[config.mk]
export PLATFORM = sky130hd
export DESIGN_NAME = icu_lfb_fill
export DESIGN_NICKNAME = d
export VERILOG_FILES = /design/src/rtl/icu_lfb_fill.sv
export SDC_FILE = /design/constraint.sdc
export NUM_CORES = 1
export LEC_CHECK = 0
export CAP_MARGIN = 20
export CORE_ASPECT_RATIO = 0.6
export CORE_MARGIN = 3
export CORE_UTILIZATION = 48
export CTS_CLUSTER_SIZE = 14
export DETAILED_ROUTE_END_ITERATION = 7
export PLACE_DENSITY_LB_ADDON = 0.1
export SKIP_LAST_GASP = 1
export SYNTH_ARGS = -nofsm -noshare
export SYNTH_HDL_FRONTEND = slang
export SYNTH_SLANG_ARGS = --single-unit
[constraint.sdc]
create_clock -name clk -period 7.9 [get_ports clk]
set_clock_uncertainty 0.05 [all_clocks]
set_input_delay 1.58 -clock clk [delete_from_list [all_inputs] [get_ports clk]]
set_output_delay 1.58 -clock clk [all_outputs]
set_load 0.05 [all_outputs]
[src/rtl/icu_lfb_fill.sv]
// I-cache line-fill buffer: miss launch, critical-word forward,
// hit-under-fill and full-line write-back to the cache array.
module icu_lfb_fill #(
  parameter int ADDR_W = 32,
  parameter int DATA_W = 64,
  parameter int BEATS  = 4,
  parameter int WRAP   = 0
) (
  input  logic                      clk,
  input  logic                      reset,
  input  logic                      ifu_icu_req_ic1,
  input  logic [ADDR_W-$clog2(DATA_W/8)-1:0] ifu_icu_addr_ic1,
  output logic                      icu_ifu_ack_ic1,
  output logic                      icu_ifu_data_valid_ic2,
  output logic [DATA_W-1:0]         icu_ifu_data_ic2,
  output logic                      icu_biu_req,
  output logic [ADDR_W-1:0]         icu_biu_addr,
  input  logic                      biu_icu_ack,
  input  logic                      biu_icu_data_valid,
  input  logic [DATA_W-1:0]         biu_icu_data,
  input  logic                      biu_icu_data_last,
  output logic                      lfb_wr_valid,
  output logic [ADDR_W-1:0]         lfb_wr_addr,
  output logic [BEATS*DATA_W-1:0]   lfb_wr_data,
  output logic                      lfb_err
);

  localparam int OFF   = $clog2(DATA_W/8);
  localparam int BW    = $clog2(BEATS);
  localparam int TAG_W = ADDR_W - OFF - BW;

  typedef enum logic [1:0] {
    S_IDLE,
    S_REQ,
    S_FILL,
    S_DONE
  } state_t;

  state_t r_state;
  state_t w_nxt;

  logic [TAG_W-1:0]  r_tag;
  logic [BW-1:0]     r_crit;
  logic [BW-1:0]     r_pidx;
  logic              r_line_valid;
  logic              r_pending;
  logic [BEATS-1:0]  r_present;
  logic [DATA_W-1:0] r_data [BEATS];
  logic [BW:0]       r_cnt;
  logic              r_err;
  logic              r_ic2_valid;
  logic [DATA_W-1:0] r_ic2_data;

  logic [TAG_W-1:0]  w_tag;
  logic [BW-1:0]     w_idx;
  logic [BW-1:0]     w_start;
  logic [BW-1:0]     w_aidx;
  logic              w_hit;
  logic              w_ack;
  logic              w_miss;
  logic              w_beat;
  logic              w_klast;
  logic              w_fill_end;
  logic              w_arr_hit;
  logic              w_have;
  logic [DATA_W-1:0] w_have_data;
  logic              w_biu_req;
  logic              w_wr_valid;

  assign w_tag   = ifu_icu_addr_ic1[ADDR_W-OFF-1:BW];
  assign w_idx   = ifu_icu_addr_ic1[BW-1:0];
  assign w_start = (WRAP != 0) ? r_crit : '0;
  assign w_aidx  = w_start + r_cnt[BW-1:0];

  assign w_hit = (r_tag == w_tag) &
                 (r_line_valid | (r_state == S_REQ) |
                  (r_state == S_FILL));

  assign w_ack = ifu_icu_req_ic1 & ~reset & ~r_pending &
                 (w_hit | (r_state == S_IDLE));

  // An ack without a hit can only happen in IDLE.
  assign w_miss = w_ack & ~w_hit;

  assign w_beat     = (r_state == S_FILL) & biu_icu_data_valid;
  assign w_klast    = (r_cnt == (BW+1)'(BEATS-1));
  assign w_fill_end = w_beat & w_klast;

  // A beat landing in the same cycle as the hit request is forwarded.
  assign w_arr_hit   = w_beat & (w_aidx == w_idx);
  assign w_have      = r_present[w_idx] | w_arr_hit;
  assign w_have_data = r_present[w_idx] ? r_data[w_idx]
                                        : biu_icu_data;

  always_ff @(posedge clk) begin
    if (reset) begin
      r_state <= S_IDLE;
    end else begin
      r_state <= w_nxt;
    end
  end

  always_comb begin
    w_nxt      = r_state;
    w_biu_req  = 1'b0;
    w_wr_valid = 1'b0;
    unique case (r_state)
      S_IDLE: begin
        if (w_miss) w_nxt = S_REQ;
      end
      S_REQ: begin
        w_biu_req = 1'b1;
        if (biu_icu_ack) w_nxt = S_FILL;
      end
      S_FILL: begin
        if (w_fill_end) w_nxt = S_DONE;
      end
      S_DONE: begin
        w_wr_valid = 1'b1;
        w_nxt      = S_IDLE;
      end
      default: w_nxt = S_IDLE;
    endcase
  end

  always_ff @(posedge clk) begin
    if (reset) begin
      r_tag        <= '0;
      r_crit       <= '0;
      r_pidx       <= '0;
      r_line_valid <= 1'b0;
      r_pending    <= 1'b0;
      r_present    <= '0;
      r_cnt        <= '0;
      r_err        <= 1'b0;
      r_ic2_valid  <= 1'b0;
      r_ic2_data   <= '0;
      for (int i = 0; i < BEATS; i++) begin
        r_data[i] <= '0;
      end
    end else begin
      r_ic2_valid <= 1'b0;

      if (w_beat) begin
        r_data[w_aidx]    <= biu_icu_data;
        r_present[w_aidx] <= 1'b1;
        r_cnt             <= r_cnt + 1'b1;
      end

      if (w_beat & (biu_icu_data_last != w_klast)) begin
        r_err <= 1'b1;
      end
      if (biu_icu_data_valid & (r_state != S_FILL)) begin
        r_err <= 1'b1;
      end

      if (r_state == S_DONE) begin
        r_line_valid <= 1'b1;
        r_cnt        <= '0;
      end

      if (r_pending & w_beat & (w_aidx == r_pidx)) begin
        r_pending   <= 1'b0;
        r_ic2_valid <= 1'b1;
        r_ic2_data  <= biu_icu_data;
      end

      if (w_ack) begin
        if (w_hit) begin
          if (w_have) begin
            r_ic2_valid <= 1'b1;
            r_ic2_data  <= w_have_data;
          end else begin
            r_pending <= 1'b1;
            r_pidx    <= w_idx;
          end
        end else begin
          r_tag        <= w_tag;
          r_crit       <= w_idx;
          r_present    <= '0;
          r_line_valid <= 1'b0;
          r_pending    <= 1'b1;
          r_pidx       <= w_idx;
          r_cnt        <= '0;
        end
      end
    end
  end

  assign icu_ifu_ack_ic1        = w_ack;
  assign icu_ifu_data_valid_ic2 = r_ic2_valid;
  assign icu_ifu_data_ic2       = r_ic2_data;
  assign icu_biu_req            = w_biu_req;
  assign icu_biu_addr           = {r_tag, w_start, {OFF{1'b0}}};
  assign lfb_wr_valid           = w_wr_valid;
  assign lfb_wr_addr            = {r_tag, {(OFF+BW){1'b0}}};
  assign lfb_err                = r_err;

  for (genvar gi = 0; gi < BEATS; gi++) begin : g_wr
    assign lfb_wr_data[gi*DATA_W +: DATA_W] = r_data[gi];
  end

endmodule

# After elaboration in Yosys (flattened, before gate mapping)
# Memory sizes are Yosys's and may differ from the RTL's.
# Cells that the tools add are included.
# word_totals
ff_bits	106
memories	1
mem_bits_rw	256
input_bits	99
word_cells	100
# op_classes
muxes	45
n_bitwise	20
addsub	1
n_lt_le_gt_ge	3
reduce_logical	7
n_eq_ne	13
# mem_list
name	words	width	rd	rd_clocked_by_memory_dff	write_ports	line_no	text
r_data	4	64	5	0	4	48	logic [DATA_W-1:0] r_data [BEATS];
# op_table
cell	count
$mux W64	6
$reduce_or A64 Y1	1
$eq A27 B27 Y1	1
$mux W1	23
$and A1 B1 Y1	12
$mux W2	6
$mux W3	4
$mux W4	3
$ne A2 B2 Y1 const B	5
$pmux W2 S4	1
$lt A2 B3 Y1 const B	2
$eq A2 B2 Y1	2
$eq A2 B2 Y1 const B	2
$or A1 B1 Y1	4
$or A4 B4 Y4	1
$reduce_and A2 Y1	2
$add A3 B1 Y3 const B	1
$eq A3 B2 Y1 const B	1
$not A1 Y1	3
$reduce_and A3 Y1	1
$bmux W1 S2	1
$demux W1 S2	1
$eq A2 B1 Y1 const B	1
$ge A2 B1 Y1 const B	1
4 further kinds	4

# Logic depth before layout (Yosys ltp)
# depth
depth_word	9
depth_mapped	11

# Worst setup path before layout
# No wires, ideal clock.
# synth_timing
path_kind	input to register
from	input port biu_icu_data_valid
to	memory r_data[3][0] (enable)
arrival_time_ns	6.381
setup_ns	0.581
setup_slack_ns	0.889
path_buffers	0
cell_stages	2
cell_sequence	nand2_1 o31ai_1
# synth_lines
item	line_no	text
from (decl)	19	input logic biu_icu_data_valid,
to (decl)	48	

# Worst setup path after layout
# layout_timing
from	input port ifu_icu_addr_ic1[20]
to	output port icu_ifu_ack_ic1
# layout_via
elab_chain_cells	4
# layout_lines
item	line_no	text
from (decl)	12	input logic [ADDR_W-$clog2(DATA_W/8)-1:0] ifu_icu_addr_ic1,
$eq A27 B27 Y1	75	assign w_hit = (r_tag == w_tag) &
$and A1 B1 Y1	75	
$or A1 B1 Y1	80	(w_hit | (r_state == S_IDLE));
$and A1 B1 Y1	79	assign w_ack = ifu_icu_req_ic1 & ~reset & ~r_pending &
to (decl)	13	output logic icu_ifu_ack_ic1,
# No other way between the ends.

==> impl_metrics.toml <==
[logic_synthesis]
synth_top_family_by_area = "simple AND/OR/NAND/NOR gates"
synth.cell_area_um2 = 17090
ys_seq_elements = 362
synth_fa_ha_area_share_pct = 0.6590
synth_mux_area_share_pct = 12.37
synth_compound_area_share_pct = 8.655
synth_xor_area_share_pct = 1.691
ys_seq_area_share_pct = 57.41
synth-simple-area-share_pct = 14.73
syn_inst = 1294
avgSynthCellArea_um2 = 13.21
synth_cell_types = 37
yosys_warnings = 0

[min_path]
hp-class = "reg -> reg"

[critical_path]
slowest_stage = "clkdlybuf4s50_1"
critPathMostFrequentCell = "clkdlybuf4s50_1"
startpoint_type = "input port"
cp.arrival_ns = 4.08
critical_path_class = "in -> out"
crit_path_end_kind = "output pin"
worstPathRequired_ns = 6.27
path_cells = "clkdlybuf4s50_1, xor2_1, nor4_1, nand4_1, nor2_1, o21a_1, clkdlybuf4s50_1"
crit_path_max_fanout = 3
critical_path.max_stage_delay_ns = 0.80

[placement]
place_ws_ns = 2.251
dp_hpwl_um = 35160
portBuffers = 477
place_congestion = 0.8930

[route]
vias = 12448
first_iter_violations = 1185
drt_first_pass_iters = 5
viasPerCell = 5.715
wirelength_um = 54820
wl_per_cell_um = 25.17
ant_nets = 0
drc = 0

[clock_network]
cts.sinks = 362
cts_resized = 0
cts_buffer_depth = 3
cts_tree = "done"
postCtsSetupBuffers = 0
clock_latency_ns = 0.52
clk_pin_slew_ns = 0.06
cts-htree-levels = 2
hold_buffers = 0
cts_root_buffer = "clkbuf_16"
cts_inserted_buffers = 35

[sta]
max_freq_ghz = 0.1751
tns_ns = 0
setup_violations = 0
final.setup.worst_slack_ns = 2.188
finalHoldViolations = 0
drv_slew = 0
fin_crit_ns = 5.712
rsz0062_at_grt = "false"
slew-limit-headroom_pct = 26.58
tightest_slew_ns = 1.101
final.period_utilization_pct = 72.31

[pwr]
ir_worst_vdd_mv = 0.1432
p_leak_nw = 8.365
p_per_area_nw_per_um2 = 214.5

[global_routing]
overflow = 0
antenna_found_initial = 2
grt_pass1_wl_um = 83660
grt_use_total_pct = 28.45
grt_pass1_vias = 12634
grt_start_max_net_pins = 130

[layout]
final_layout_size_suffix_gt1_share_pct = 11.40
num-nets-final = 1802
area_growth_pct = 35.63
layout_commonest_cell = "clkdlybuf4s50_1"
final_cell_mix = "clkdlybuf4s50_1, edfxtp_1, and2_1, dfxtp_1, a211oi_1"
antennaDiodeCount = 0

[floorplanning]
start_util_pct = 49.65
ios = 488
die_x_um = 249.6
core_um2 = 34420
die_y_um = 152.2
placementRows = 52
dieArea_um2 = 37970

[status]
status = "complete, no violations"

[run]
drv_cap = 0
through the flow:
stage               instance area [µm²]  utilization (%)  cells  total power, mW  hold WS [ns]
floorplan                         17120                -   1303            2.902        0.3815
finish                            23180            67.34   2178            4.972        0.4196
detailed placement                21930            63.72   2113            3.280        0.4049
global placement                  21900            63.62   2111            3.270        0.3995
global route                      23180            67.34   2178            5.131        0.4611
CTS                               23090            67.10   2175            4.994        0.4189
synthesized netlist by cell type:
library cell	n	area, µm²
inv_1	6	22.52
buf_1	2	7.510
a211oi_1	79	593.1
xor2_1	28	245.2
nor3b_1	1	7.510
o21a_1	2	15.01
conb_1	1	3.750
and3_1	64	400.4
a21oi_1	37	185.2
dfxtp_1	106	2122
xnor2_1	5	43.79
mux4_2	65	1464
nor4b_2	1	15.01
nand2b_1	2	12.51
or3_1	2	12.51
buf_4	46	345.3
nor2b_1	64	400.4
and2_1	193	1207
mux2i_1	65	650.6
edfxtp_1	256	7687
nand4_1	2	12.51
buf_2	27	135.1
o211a_1	1	10.01
clkbuf_1	67	251.5
o21ai_0	3	15.01
nor3_1	5	25.02
o31ai_1	1	7.510
a21o_1	1	7.510
nor4_1	14	87.58
nor2_1	12	45.04
ha_1	9	112.6
nand3_1	5	25.02
nand2_1	66	247.7
or2_2	3	18.77
a211oi_2	50	625.6
o211ai_1	1	7.510
a31oi_1	2	12.51
per-layer routing:
| metal | GRT usage (%) | wire [µm] | vias up |
|---|---|---|---|
| li1 | - | - | 5532 |
| met1 | 40.48 | 23660 | 6282 |
| met2 | 45.59 | 25990 | 559 |
| met3 | 5.629 | 4110 | 71 |
| met4 | 6.402 | 1027 | 4 |
| met5 | 0 | 27 | - |
path summary, 6_finish.rpt:
kind,start,end,slack (ns),cells past startpoint
worst max-delay path,ifu_icu_addr_ic1[20],icu_ifu_ack_ic1,2.19,7
worst min-delay path,r_present[2]$_SDFF_PP0_,r_present[2]$_SDFF_PP0_,0.42,2
worst max register to register,r_state[0]$_SDFFE_PP0P_,r_data[0][7]$_SDFFCE_PN0P_,4.54,7
worst min register to register,r_present[2]$_SDFF_PP0_,r_present[2]$_SDFF_PP0_,0.42,2
cell type report:
cell class / count / area [µm²]
timing repair buffer: 496 / 5002
sequential: 362 / 9809
tap: 459 / 574.3
clock buffer: 54 / 1050
multi-input combinational: 793 / 6606
inverter: 6 / 22.52
fill: 2542 / 11240
clock inverter: 8 / 111.4
flip-flops by register name, indices dropped and copies added (netlist names), 2 cells and up:
name and cells:
icu_ifu_data_ic2 64, r_cnt 3, r_data 256, r_pidx 2, r_present 4, r_state 2, r_tag 27
kinds of logic after synthesis:
family / Yosys count
AO/OA/AOI/OAI: 177
XOR/XNOR: 33
adder cells (fa/ha/maj): 9
buffers and inverters: 148
flip-flops: 362
multiplexers: 130
other: 1
AND/OR/NAND/NOR: 434
worst max-delay path: cells and delay by family:
kind	cells	cell delay [ns]
buf+inv	2	1.23
simple gates	3	0.93
xor+xnor	1	0.20
compound gates	1	0.14
report_power, final:
part           total (mW)  switching, mW  leakage (nW)  internal, mW
clock                1.73          0.713         0.567          1.01
combinational        1.04          0.696          4.30         0.345
sequential           2.21         0.0744          3.50          2.13
No activity file was read; power rests on OpenSTA's default activity.
